<file path="config.mk">
export PLATFORM = sky130hd
export DESIGN_NAME = button_port_in
export DESIGN_NICKNAME = d
export VERILOG_FILES = /design/src/rtl/leds_pkg.sv /design/src/rtl/debounce_bit.sv /design/src/rtl/button_port_in.sv
export SDC_FILE = /design/constraint.sdc
export NUM_CORES = 1
export LEC_CHECK = 0
export ABC_AREA = 1
export ABC_CLOCK_PERIOD_IN_PS = 3230
export CAP_MARGIN = 20
export CELL_PAD_IN_SITES_DETAIL_PLACEMENT = 1
export CELL_PAD_IN_SITES_GLOBAL_PLACEMENT = 1
export CORE_ASPECT_RATIO = 1.5
export CORE_MARGIN = 2
export CORE_UTILIZATION = 50
export DETAILED_ROUTE_END_ITERATION = 12
export DONT_BUFFER_PORTS = 1
export GPL_TIMING_DRIVEN = 0
export PLACE_DENSITY_LB_ADDON = 0.1
export SYNTH_ARGS = -nofsm -noshare
export SYNTH_HDL_FRONTEND = slang
export SYNTH_SLANG_ARGS = --single-unit
</file>
<file path="constraint.sdc">
create_clock -name clk -period 3.23 [get_ports clk]
set_input_delay 0.646 -clock clk [delete_from_list [all_inputs] [get_ports clk]]
set_output_delay 0.646 -clock clk [all_outputs]
set_load 0.005 [all_outputs]
</file>
<file path="src/rtl/leds_pkg.sv">
// Shared constants for the LED / button demo ports.
package leds_pkg;

  // Width of the board LED port; the button port matches it by default.
  localparam int unsigned LED_WIDTH = 8;

  // Board buttons pull the pin low when pressed.
  localparam bit BUTTON_ACTIVE_LOW = 1'b1;

  // 1 ms of stable level at a 25 MHz system clock.
  localparam int unsigned DEBOUNCE_1MS_25MHZ = 25000;

  // Short debounce window so simulations stay fast.
  localparam int unsigned DEBOUNCE_SIM = 4;

  // Two flops are enough for the board clock rate.
  localparam int unsigned BUTTON_SYNC_STAGES = 2;

  // Width of a counter that must reach cycles-1; never narrower than 1 bit.
  function automatic int unsigned cnt_width(input int unsigned cycles);
    int unsigned w;
    w = $clog2(cycles);
    if (w < 1) w = 1;
    return w;
  endfunction

endpackage

</file>
<file path="src/rtl/debounce_bit.sv">
// One button bit: synchronizer, saturating debounce counter, accepted level
// and single-cycle press/release pulses.
module debounce_bit
  import leds_pkg::*;
#(
  parameter int unsigned DEBOUNCE_CYCLES = DEBOUNCE_1MS_25MHZ,
  parameter int unsigned SYNC_STAGES     = BUTTON_SYNC_STAGES,
  parameter bit          ACTIVE_LOW      = BUTTON_ACTIVE_LOW
) (
  input  logic clk,
  input  logic rst,
  input  logic pin_i,        // raw asynchronous pin
  output logic state_o,      // debounced level, 1 = pressed
  output logic press_o,      // registered pulse on accepted 0->1
  output logic release_o,    // registered pulse on accepted 1->0
  output logic press_next_o  // value press_o takes at the next edge
);

  localparam int unsigned     CW       = cnt_width(DEBOUNCE_CYCLES);
  localparam logic [CW-1:0]   CNT_MAX  = CW'(DEBOUNCE_CYCLES - 1);
  // Pin level when the button is not pressed.
  localparam logic            IDLE_LVL = ACTIVE_LOW ? 1'b1 : 1'b0;

  logic [SYNC_STAGES-1:0] sync_q, sync_d;
  logic [CW-1:0]          cnt_q, cnt_d;
  logic                   state_q, state_d;
  logic                   press_q, press_d;
  logic                   release_q, release_d;
  logic                   s;

  // Shift the raw pin through the synchronizer and normalize to 1 = pressed.
  always_comb begin
    sync_d = {sync_q[SYNC_STAGES-2:0], pin_i};
    s      = sync_q[SYNC_STAGES-1] ^ IDLE_LVL;
  end

  // Count consecutive cycles where the synchronized level disagrees with the
  // accepted level; any agreeing cycle throws the partial count away.
  always_comb begin
    cnt_d     = '0;
    state_d   = state_q;
    press_d   = 1'b0;
    release_d = 1'b0;
    if (s != state_q) begin
      if (cnt_q == CNT_MAX) begin
        state_d   = s;
        press_d   = s;
        release_d = ~s;
      end else begin
        cnt_d = cnt_q + CW'(1);
      end
    end
  end

  // Registers; the synchronizer preloads the idle pin level so leaving reset
  // with the button up never looks like an edge.
  always_ff @(posedge clk) begin
    if (rst) begin
      sync_q    <= {SYNC_STAGES{IDLE_LVL}};
      cnt_q     <= '0;
      state_q   <= 1'b0;
      press_q   <= 1'b0;
      release_q <= 1'b0;
    end else begin
      sync_q    <= sync_d;
      cnt_q     <= cnt_d;
      state_q   <= state_d;
      press_q   <= press_d;
      release_q <= release_d;
    end
  end

  assign state_o      = state_q;
  assign press_o      = press_q;
  assign release_o    = release_q;
  assign press_next_o = rst ? 1'b0 : press_d;

endmodule

</file>
<file path="src/rtl/button_port_in.sv">
// Button/switch input port: WIDTH independent debounced bits plus a
// registered "any button pressed" pulse.
// `release` is a reserved word in SystemVerilog, so that port is spelled
// release_pulse.
module button_port_in
  import leds_pkg::*;
#(
  parameter int unsigned WIDTH           = LED_WIDTH,
  parameter int unsigned DEBOUNCE_CYCLES = DEBOUNCE_1MS_25MHZ,
  parameter int unsigned SYNC_STAGES     = BUTTON_SYNC_STAGES,
  parameter bit          ACTIVE_LOW      = BUTTON_ACTIVE_LOW
) (
  input  logic             clk,
  input  logic             rst,
  input  logic [WIDTH-1:0] BPORT,
  output logic [WIDTH-1:0] state,
  output logic [WIDTH-1:0] press,
  output logic [WIDTH-1:0] release_pulse,
  output logic             any_press
);

  logic [WIDTH-1:0] press_next;
  logic             any_press_q, any_press_d;

  for (genvar i = 0; i < WIDTH; i++) begin : gen_bit
    debounce_bit #(
      .DEBOUNCE_CYCLES (DEBOUNCE_CYCLES),
      .SYNC_STAGES     (SYNC_STAGES),
      .ACTIVE_LOW      (ACTIVE_LOW)
    ) u_bit (
      .clk          (clk),
      .rst          (rst),
      .pin_i        (BPORT[i]),
      .state_o      (state[i]),
      .press_o      (press[i]),
      .release_o    (release_pulse[i]),
      .press_next_o (press_next[i])
    );
  end

  // OR of the per-bit next press values, so any_press lines up with press.
  always_comb begin
    any_press_d = |press_next;
  end

  // any_press register.
  always_ff @(posedge clk) begin
    if (rst) begin
      any_press_q <= 1'b0;
    end else begin
      any_press_q <= any_press_d;
    end
  end

  assign any_press = any_press_q;

endmodule
</file>
== Word level (Yosys, flattened, before mapping) ==
Index checks and enable logic that the tools add are counted.

* Output and inout port bits: 25
* Logic and storage cells: 138
* Bits of input ports: 10
* Register bits: 161

* Muxes and demuxes: 24
* $add $sub $neg: 8
* Eq/ne operators: 16
* Reductions and logical operators: 25
* Bitwise logic cells: 24

{| class="wikitable"
|+ Operator list
! operator !! number
|-
| 15-bit by 1-bit adder with 15-bit output (second input constant) || 8
|-
| 15-bit == test (second input constant) || 8
|-
| 3-bit OR reduction || 16
|-
| 1-bit 2-to-1 mux || 24
|-
| 1-bit NOT || 24
|-
| 2-bit AND reduction || 8
|-
| 1-bit != test || 8
|-
| 8-bit OR reduction || 1
|}

== Logic depth before layout (Yosys ltp) ==
Gate-level depths: netlist of run 1.

* Depth after elaboration: 5
* Depth in mapped cells: 10
* Gate-level depth less buffers: 10

== Hierarchy ==
Synthesis of run 1 repeated with hierarchy kept, for this count alone.

* Cells, all modules: 1153
* Area, all modules: 7827.5 µm²

{| class="wikitable"
|+ Modules (own cells, without submodules)
! module !! cells each !! sequential area each (µm²) !! times used !! area each (µm²)
|-
| debounce_bit || 143 || 400.4 || 8 || 972.2
|-
| button_port_in || 9 || 20.0 || 1 || 50.0
|}

== Worst setup path after synthesis of run 1 ==
OpenSTA, ideal clock, no wires.

* Path type: input-to-reg
* Start: input port rst
* End: register gen_bit[0].u_bit.sync_q[1]
* Slack: 1859 ps
* Path buffers: 2
* Library setup time: 123 ps
* Stages on the path: 3
* Data arrival time: 1248 ps
* Data required time: 3107 ps
* Cells stage by stage: buf_2 -> clkbuf_1 -> or2_2

{| class="wikitable"
|+ RTL lines
! element !! RTL line !! RTL
|-
| start, declared || button_port_in.sv:14 || <nowiki>input logic rst,</nowiki>
|-
| end signal, assigned || debounce_bit.sv:59 || <nowiki>sync_q <= {SYNC_STAGES{IDLE_LVL}};</nowiki>
|-
| end signal, assigned || debounce_bit.sv:65 || <nowiki>sync_q <= sync_d;</nowiki>
|-
| end, declared || debounce_bit.sv:24 || <nowiki>logic [SYNC_STAGES-1:0] sync_q, sync_d;</nowiki>
|}

No word-level cell between the ends.

== Worst setup path in the final report of run 1 ==
* Start: register gen_bit[6].u_bit.state_q
* End: output port state[6]

{| class="wikitable"
|+ RTL lines
! element !! RTL line !! RTL
|-
| start, declared || debounce_bit.sv:26 || <nowiki>logic state_q, state_d;</nowiki>
|-
| start signal, assigned || debounce_bit.sv:67 || <nowiki>state_q <= state_d;</nowiki>
|-
| end, declared || button_port_in.sv:16 || <nowiki>output logic [WIDTH-1:0] state,</nowiki>
|}

No word-level cell between the ends.

==> flow_summary_export.csv, run 1 <==
group,metric,value,unit
drt,drt_iter0_markers,244,
clock_network,clockRootBuffer,"clkbuf_16",
clock_network,cts_max_level,4,
worst_setup_path,crit_fanout,5,
global_routing,antenna_found_initial,0,
timing,fmax,576.4,MHz
worst_setup_path,r2r-start,"gen_bit[5].u_bit.cnt_q[0]",
die,fp-row-count,55,
worst_setup_path,required,2580,ps
synth,synth_fa_ha_area_share,1.310,%
worst_setup_path,slowest_stage,"dfxtp_1",
worst_setup_path,regToRegEndpoint,"gen_bit[5].u_bit.cnt_q[11]",
power,p_per_area,486.7,nW/um^2
power,p_leak,3.018,nW
final_layout,synthToLayoutAreaGrowth,11.20,%
worst_setup_path,cp_slowest_stage_delay,500,ps
timing,whs,326.7,ps
drt,wire_per_inst,14.76,um
synth,syn_nets,1088,
clock_network,cts_hold_buf,0,
timing,setup_viol,0,
job,maxCapViolations,0,
synth,synth.area.top_cells,"dfxtp_1, nand2_1, nor2_1",
worst_setup_path,path_delay_family,"flip-flops",
clock_network,ctsResizeCount,0,
final_layout,drive_gt1_share,11.80,%
die,ios,35,
drt,vias,6856,
synth,synth_mux_area_share,0,%
synth,synthCells,1070,
placement,dp.final_hpwl,14100,um
synth,yosys_warnings,0,
worst_setup_path,cp-end-kind,"output port",
die,die_x,104.9,um
placement,port_buffers,0,
clock_network,tritoncts,"done",
timing,setup_tns,0,ps
worst_setup_path,worstRegToRegCells,7,
drt,drc,0,
die,dieArea,16300,sq um
synth,synth_top_family_by_area,"simple AND/OR/NAND/NOR gates",
timing,drv_slew,0,
worst_hold_path,hold_start,"BPORT[2]",
worst_setup_path,worstSetupStartpointType,"register",
final_layout,finish.net_count,1107,
die,start_util,50.93,%
die,design.core.area,15000,sq um
synth,synth_top_area_share,42.19,%
worst_hold_path,hold_depth,1,
worst_hold_path,hold_class,"input port to register",
synth,ys_ff_latch,161,
synth,synth.avg_cell_area,7.140,sq um
die,die_h,155.4,um
global_routing,grt_overflow,0,
clock_network,cts_made_buffers,17,
power,ir_drop,0.0003224,V
global_routing,grt_max_degree,17,
timing,timing_worst_slew_pin_value,528.5,ps
global_routing,grt_pass1_wl,32770,um
clock_network,clkLatencyLatePin,420,ps
global_routing,first_global_vias,7215,
worst_setup_path,crit_type,"register to output port",
clock_network,post_cts.repair.setup_buffers,0,
drt,detail-route-antenna-nets,0,
timing,rsz0062_at_grt,"false",
worst_setup_path,regToRegSetupSlack,1550,ps
drt,drt-pass1-iter-count,4,
timing,fin_crit_sh,53.71,%
synth,synth_compound_area_share,5.830,%
final_layout,num_antenna_cells,0,
timing,worst_clock_skew,11.12,ps
clock_network,clock_path_buffers,2,
global_routing,track_usage,24.83,%
clock_network,clkTransAtPathRegs,60,ps
synth,syn_area,7640,sq um
worst_setup_path,crit_arrival,1090,ps
timing,fin_crit,1735,ps
power,p_total,4.135,mW
timing,finalHoldViolations,0,
final_layout,nFillCells,2021,
synth,yosys.area.top_type,"dfxtp_1",
worst_setup_path,timing.critical_path.buf_inv,1,
worst_setup_path,cp_cell_sequence,"buf_4",
synth,synth_xor_area_share,2.866,%
clock_network,cts.sinks,161,
drt,vias_per_cell,5.270,
placement,gp_congestion,0.8096,
drt,routed_wl,19210,um
worst_hold_path,min_to,"gen_bit[2].u_bit.sync_q[0]",
synth,synthSimpleGateAreaFrac,37.23,%
run_status,status,"finished clean",
final_layout,utilization,56.63,%
synth,ys_types,34,
synth,synth_seq_area_share,42.19,%
timing,slew_headroom,64.77,%
## power by group
group | internal, mW | total [mW] | switching [mW]
Clock | 1.24 | 2.08 | 0.835
Sequential | 2.00 | 2.01 | 0.00784
Combinational | 0.0187 | 0.0524 | 0.0338
Total | 3.26 | 4.13 | 0.877
## cells in the mapped netlist (all sizes together)
library cell / instances
nand2: 226
nor2: 175
dfxtp: 161
inv: 143
nand3: 89
nor3: 64
a21oi: 58
nand4: 36
buf: 34
or2: 24
xor2: 20
o21ai: 16
ha: 8
o21bai: 5
xnor2: 5
clkbuf: 2
nor3b: 2
nor4: 2
## cells by family (layout without fill, tap and decap cells)
group / count (synthesis) / count (layout)
simple gates: 618 / 618
buf+inv: 179 / 211
flops: 161 / 161
compound gates: 79 / 79
xor+xnor: 25 / 25
fa+ha+maj: 8 / 8
## state kept, by name, summed over array words and instances, names as in the netlist
signal / flops
gen_bit.u_bit.release_o: 8
gen_bit.u_bit.state_o: 8
gen_bit.u_bit.cnt_q: 120
gen_bit.u_bit.sync_q: 16
gen_bit.u_bit.press_o: 8
any_press: 1
## metrics by stage
stage                     cells  worst slack [ps]  instance area [sq um]
after global routing       1301              1439                   8496
final                      1301              1495                   8496
after floorplan            1070              1859                   7640
after CTS                  1301              1498                   8496
after global placement     1269              1506                   7889
after detailed placement   1269              1501                   7889
## cell type report
cell class / instances / area [sq um] / share of cell area [%]
Inverter: 143 / 536.8 / 6.318
Clock buffer: 20 / 446.7 / 5.258
Tap cell: 199 / 249.0 / 2.931
Sequential cell: 161 / 3223 / 37.94
Multi-Input combinational cell: 730 / 3608 / 42.47
Clock inverter: 12 / 160.2 / 1.885
Buffer: 36 / 271.5 / 3.196
## per-layer routing
metal	vias to the layer above	GRT usage (%)	share of wire (%)
li1	3429	-	-
met1	3303	24.83	38
met2	86	49.94	57
met3	38	4.147	2.2
met4	0	9.714	2.6
met5	-	0	0
## cell usage in the layout (no fill, tap or decap), types with 18 or more instances in the layout
cell and count:
nor3_1 52, buf_4 29, nand3_1 84, nand4_1 36, nor2_1 164, a21oi_1 51, inv_1 137, xor2_1 20
nand2_1 219, or2_2 18, dfxtp_1 161
## worst max path at each step
stage | depth (start not counted) | slack, ps | endpoint | from
5_1_grt | 7 | 1440 | gen_bit[5].u_bit.cnt_q[6] | gen_bit[5].u_bit.cnt_q[0]
4_1_cts | 1 | 1500 | state[5] | gen_bit[5].u_bit.state_o
3_5_place_dp | 4 | 1500 | gen_bit[5].u_bit.release_o | rst
2_1_floorplan | 3 | 1860 | gen_bit[0].u_bit.sync_q[1] | rst
3_3_place_gp | 4 | 1510 | gen_bit[5].u_bit.release_o | rst
6_report | 1 | 1500 | state[6] | gen_bit[6].u_bit.state_o
Note: power is estimated with default switching activity, not from simulation.
==> run 2: changes to the inputs <==
--- a/config.mk
+++ b/config.mk
@@ -6,13 +6,13 @@
 export NUM_CORES = 1
 export LEC_CHECK = 0
 export ABC_AREA = 1
-export ABC_CLOCK_PERIOD_IN_PS = 3230
+export ABC_CLOCK_PERIOD_IN_PS = 1670
 export CAP_MARGIN = 20
 export CELL_PAD_IN_SITES_DETAIL_PLACEMENT = 1
 export CELL_PAD_IN_SITES_GLOBAL_PLACEMENT = 1
 export CORE_ASPECT_RATIO = 1.5
 export CORE_MARGIN = 2
-export CORE_UTILIZATION = 50
+export CORE_UTILIZATION = 47
 export DETAILED_ROUTE_END_ITERATION = 12
 export DONT_BUFFER_PORTS = 1
 export GPL_TIMING_DRIVEN = 0
==> constraint.sdc (replaced) <==
create_clock -name clk -period 1.67 [get_ports clk]
set_input_delay 0.334 -clock clk [delete_from_list [all_inputs] [get_ports clk]]
set_output_delay 0.334 -clock clk [all_outputs]
set_load 0.005 [all_outputs]
==> run 2 against run 1 <==
Critical path depth is 6 higher. Die area rose by 6.2%. Largest power group unchanged. Flip-flop and latch count is the same. Via count decreased by 1.3%. Sequential share of layout area shrank 0.37 points. Register-to-register slack lost 1400 ps. Total power up 92%. Clock power is 90% higher. Wire length decreased by 3.6%. Global-route usage is 2.1 points lower. Final area increased by 0.97%. Final cell count up 1.1%.
==> flow_summary_export.csv, run 2 (synthesis results as in run 1) <==
group,metric,value,unit
final_layout,synthToLayoutAreaGrowth,12.28,%
die,die_x,108.1,um
drt,vias,6766,
die,fp-row-count,57,
die,start_util,47.61,%
worst_setup_path,crit_arrival,1870,ps
placement,dp_cells,1276,
power,ir_drop,0.0005866,V
worst_setup_path,crit_fanout,10,
timing,setup_tns,0,ps
placement,dpl-instance-area,7898,sq um
final_layout,drive_gt1_share,12.29,%
placement,dp.final_hpwl,13800,um
timing,setup_viol,0,
die,dieArea,17310,sq um
drt,drt_iter0_markers,191,
drt,drt-pass1-iter-count,4,
timing,slew_headroom,64.66,%
timing,whs,22.57,ps
final_layout,final_common_cell,"nand2_1",
drt,detail-route-antenna-nets,0,
power,p_per_area,925.4,nW/um^2
final_layout,reg_top3,"gen_bit.u_bit.cnt_q: 120 flops, gen_bit.u_bit.sync_q: 16 flops",
drt,vias_per_cell,5.145,
clock_network,post_cts.repair.setup_buffers,0,
timing,worst_clock_skew,10.62,ps
clock_network,tritoncts,"done",
final_layout,finish.net_count,1113,
global_routing,grt_max_degree,17,
die,die_h,160.2,um
timing,finalHoldViolations,0,
global_routing,antenna_found_initial,2,
timing,fin_crit,1553,ps
timing,drv_slew,0,
clock_network,cts_max_level,4,
power,p_total,7.938,mW
global_routing,first_global_vias,7077,
timing,fin_crit_sh,92.98,%
placement,gp_congestion,0.8314,
clock_network,cts.sinks,161,
worst_setup_path,cp-end-kind,"register",
job,maxCapViolations,0,
final_layout,mostFrequentLayoutCells,"nand2_1, dfxtp_1, nor2_1, inv_1, nand3_1",
drt,drc,0,
drt,wire_per_inst,14.08,um
final_layout,nFillCells,2129,
worst_hold_path,hold_class,"input port to register",
global_routing,grt_pass1_wl,31540,um
run_status,status,"finished clean",
clock_network,clockRootBuffer,"clkbuf_16",
placement,port_buffers,0,
global_routing,grt_overflow,0,
clock_network,clkTransAtPathRegs,60,ps
placement,preCtsSetupSlack,29.74,ps
timing,fin_ws,117.3,ps
global_routing,track_usage,22.74,%
drt,routed_wl,18510,um
final_layout,finalNonFillerCells,1315,
die,ios,35,
worst_setup_path,required,1990,ps
clock_network,cts_made_buffers,17,
die,design.core.area,16050,sq um
final_layout,top_register,"gen_bit.u_bit.cnt_q",
final_layout,utilization,53.46,%
final_layout,largest_reg_flops,120,
clock_network,clock_path_buffers,2,
power,p_leak,3.027,nW
final_layout,design_area,8578,sq um
timing,fmax,644.0,MHz
timing,timing_worst_slew_pin_value,530.1,ps
worst_setup_path,crit_type,"register to register",
clock_network,clkLatencyLatePin,430,ps
worst_setup_path,worstSetupStartpointType,"register",
-- run 2: layer usage --
metal	track usage (%)	vias to the layer above	routed length [um]
met5	0	-	0
met4	9.732	0	577
met3	4.776	40	442
met2	43.40	77	9973
met1	23.18	3209	7515
li1	-	3440	-
-- run 2: report_power, final --
part / switching [mW] / total, mW / internal [mW]
Clock: 1.57 / 3.95 / 2.38
Combinational: 0.0686 / 0.115 / 0.0460
Sequential: 0.0137 / 3.88 / 3.86
-- run 2: worst paths after layout --
kind / start / end / slack, ps / depth (start not counted)
hold reg to reg: gen_bit[2].u_bit.sync_q[0] / gen_bit[2].u_bit.sync_q[1] / 410 / 1
setup reg to reg: gen_bit[4].u_bit.cnt_q[0] / gen_bit[4].u_bit.cnt_q[9] / 120 / 7
hold / removal: BPORT[2] / gen_bit[2].u_bit.sync_q[0] / 20 / 1
setup / recovery: gen_bit[4].u_bit.cnt_q[0] / gen_bit[4].u_bit.cnt_q[9] / 120 / 7
-- run 2: area by class of cell --
cell class	count	area (sq um)	share of cell area [%]
timing repair buffer	6	60.06	0.7001
antenna	2	5.005	0.05834
tap	206	257.7	3.005
clock buffer	21	450.4	5.251
multi-input combinational	730	3633	42.36
sequential	161	3223	37.57
clock inverter	10	136.4	1.590
inverter	143	536.8	6.257
buffer	36	275.3	3.209
-- run 2: critical path, cell delays in order, from the launching register on --
cell	delay (ps)
dfxtp_1	370
ha_1	210
nand2_2	120
nor3_4	260
nand2_2	90
nand2_2	160
buf_8	180
nor2_2	50
-- run 2: what timing repair did --
action | CTS | global route
hold buffers | 6 | 0
hold endpoints to repair | 6 | 0
resized for setup | 1 | 8
endpoints found under the setup margin | 1 | 39
==> run 3: changes to the inputs <==
--- a/config.mk
+++ b/config.mk
@@ -16,7 +16,7 @@
 export DETAILED_ROUTE_END_ITERATION = 12
 export DONT_BUFFER_PORTS = 1
 export GPL_TIMING_DRIVEN = 0
-export PLACE_DENSITY_LB_ADDON = 0.1
+export PLACE_DENSITY = 0.9
 export SYNTH_ARGS = -nofsm -noshare
 export SYNTH_HDL_FRONTEND = slang
 export SYNTH_SLANG_ARGS = --single-unit
==> run 3 against run 2 <==
First-iteration DRC count is 21% higher. Clock power is 2% higher. Sequential share of layout area is 0.19 points lower. Count of clock-buffer cells in the layout up 2. Final area is 0.50% higher. Global-route usage up 1.1 points. Critical path type unchanged. Largest power group unchanged.
==> flow_summary_export.csv, run 3 (synthesis results as in run 1) <==
group,metric,value,unit
run_status,status,"finished clean",
drt,routed_wl,19870,um
final_layout,top_register,"gen_bit.u_bit.cnt_q",
global_routing,grt_overflow,0,
drt,wl_met2,11140,um
placement,dp.final_hpwl,14460,um
timing,worst_clock_skew,10.71,ps
drt,vias,6891,
power,ir_drop,0.0005883,V
timing,whs,157.9,ps
drt,vias_per_cell,5.232,
drt,drt-pass1-iter-count,4,
final_layout,utilization,53.72,%
drt,met3_length,540,um
drt,drc,0,
worst_hold_path,hold_class,"input port to register",
worst_setup_path,r2r-start,"gen_bit[7].u_bit.cnt_q[0]",
final_layout,design_area,8621,sq um
worst_setup_path,worstSetupStartpointType,"register",
placement,dpl-instance-area,7898,sq um
worst_setup_path,worstRegToRegCells,9,
die,dieArea,17310,sq um
timing,slew_headroom,58.64,%
final_layout,nFillCells,2073,
drt,detail-route-antenna-nets,0,
die,ios,35,
worst_setup_path,cp-end-kind,"register",
clock_network,cts_max_level,4,
die,fp-row-count,57,
final_layout,largest_reg_flops,120,
clock_network,clock_path_buffers,2,
worst_setup_path,regToRegEndpoint,"gen_bit[7].u_bit.cnt_q[5]",
final_layout,reg_top3,"gen_bit.u_bit.cnt_q: 120 flops, gen_bit.u_bit.sync_q: 16 flops",
clock_network,clkTransAtPathRegs,60,ps
global_routing,grt_max_degree,17,
timing,setup_tns,0,ps
worst_hold_path,hold_start,"rst",
drt,wire_per_inst,15.09,um
final_layout,drive_gt1_share,12.06,%
drt,dr.max_layer_used,"met4",
job,maxCapViolations,0,
worst_setup_path,crit_arrival,1890,ps
worst_setup_path,crit_fanout,10,
worst_hold_path,hold_depth,3,
worst_setup_path,crit_type,"register to register",
die,die_x,108.1,um
placement,port_buffers,0,
timing,timing_worst_slew_pin_value,620.4,ps
die,start_util,47.61,%
timing,finalHoldViolations,0,
die,design.core.area,16050,sq um
die,die_h,160.2,um
global_routing,first_global_vias,7502,
drt,wl_met1,7678,um
clock_network,cts_made_buffers,17,
timing,fin_crit_sh,94.14,%
final_layout,num_antenna_cells,0,
final_layout,synthToLayoutAreaGrowth,12.84,%
clock_network,clockRootBuffer,"clkbuf_16",
timing,drv_slew,0,
drt,drt_iter0_markers,232,
clock_network,cts.sinks,161,
global_routing,grt_pass1_wl,33170,um
final_layout,final_common_cell,"nand2_1",
clock_network,clkLatencyLatePin,430,ps
timing,fmax,636.1,MHz
power,p_leak,3.049,nW
timing,setup_viol,0,
clock_network,tritoncts,"done",
final_layout,finish.net_count,1116,
global_routing,track_usage,23.88,%
global_routing,antenna_found_initial,0,
worst_setup_path,regToRegSetupSlack,100,ps
placement,gp_congestion,0.8486,
worst_hold_path,min_to,"gen_bit[5].u_bit.cnt_q[5]",
worst_setup_path,startpoint,"gen_bit[7].u_bit.cnt_q[0]",
worst_setup_path,required,1990,ps
power,p_per_area,930.6,nW/um^2
final_layout,mostFrequentLayoutCells,"nand2_1, dfxtp_1, nor2_1, inv_1, nand3_1",
timing,fin_crit,1572,ps
-- run 3: changes by cell type in the layout (fill, tap and decap cells not counted), moves of 2 or more --
cell | before | now
dlygate4sd3_1 | 6 | 8
nand2_2 | 8 | 6
nor3_1 | 50 | 52
nor3_2 | 10 | 8
diode_2 | 2 | 0
-- run 3: worst max path at each step --
stage          cells past startpoint  slack [ps]                          to
2_1_floorplan                      7         320  gen_bit[5].u_bit.cnt_q[11]
3_3_place_gp                       7          60  gen_bit[5].u_bit.cnt_q[14]
3_5_place_dp                       7          20  gen_bit[5].u_bit.cnt_q[11]
4_1_cts                            7           7  gen_bit[5].u_bit.cnt_q[11]
5_1_grt                            9         -50  gen_bit[7].u_bit.cnt_q[11]
6_report                           9         100   gen_bit[7].u_bit.cnt_q[5]
-- run 3: what timing repair did --
item,in CTS,in global routing
setup endpoints to repair,0,41
endpoints found under the hold margin,8,0
hold buffers,8,0
setup buffers,0,1
gates resized for setup,0,10
-- run 3: worst max-delay path, stage by stage, from the launching register on --
cell     delay, ps
dfxtp_1        350
ha_1           170
nand2_1         80
inv_1          100
nand2_1        110
nor2_2         160
nand2_1         90
nand3_2        170
buf_6          180
nor2_1          50
-- run 3: metal layers --
layer	track usage (%)	vias to the layer above
met5	0	-
met4	10.14	0
met3	4.939	38
met2	46.80	91
met1	23.34	3321
li1	-	3441
-- run 3: through the flow --
stage,power [mW],setup slack [ps],std cells
floorplan,4.034,322.2,1070
global placement,4.061,62.01,1276
detailed placement,4.066,16.87,1276
CTS,8.086,7.319,1316
global route,8.264,-49.08,1317
finish,8.022,97.84,1317
-- run 3: layout make-up --
class | count | area [sq um] | area share, %
buffer | 36 | 275.3 | 3.193
clock buffer | 23 | 467.9 | 5.428
timing repair buffer | 9 | 87.58 | 1.016
tap | 206 | 257.7 | 2.990
clock inverter | 9 | 131.4 | 1.524
sequential | 161 | 3223 | 37.39
inverter | 143 | 536.8 | 6.226
multi-input combinational | 730 | 3641 | 42.24
-- run 3: power breakdown --
| group | switching (mW) | internal (mW) |
|---|---|---|
| clock network | 1.60 | 2.43 |
| registers | 0.0149 | 3.86 |
| logic | 0.0697 | 0.0494 |
| total | 1.68 | 6.34 |
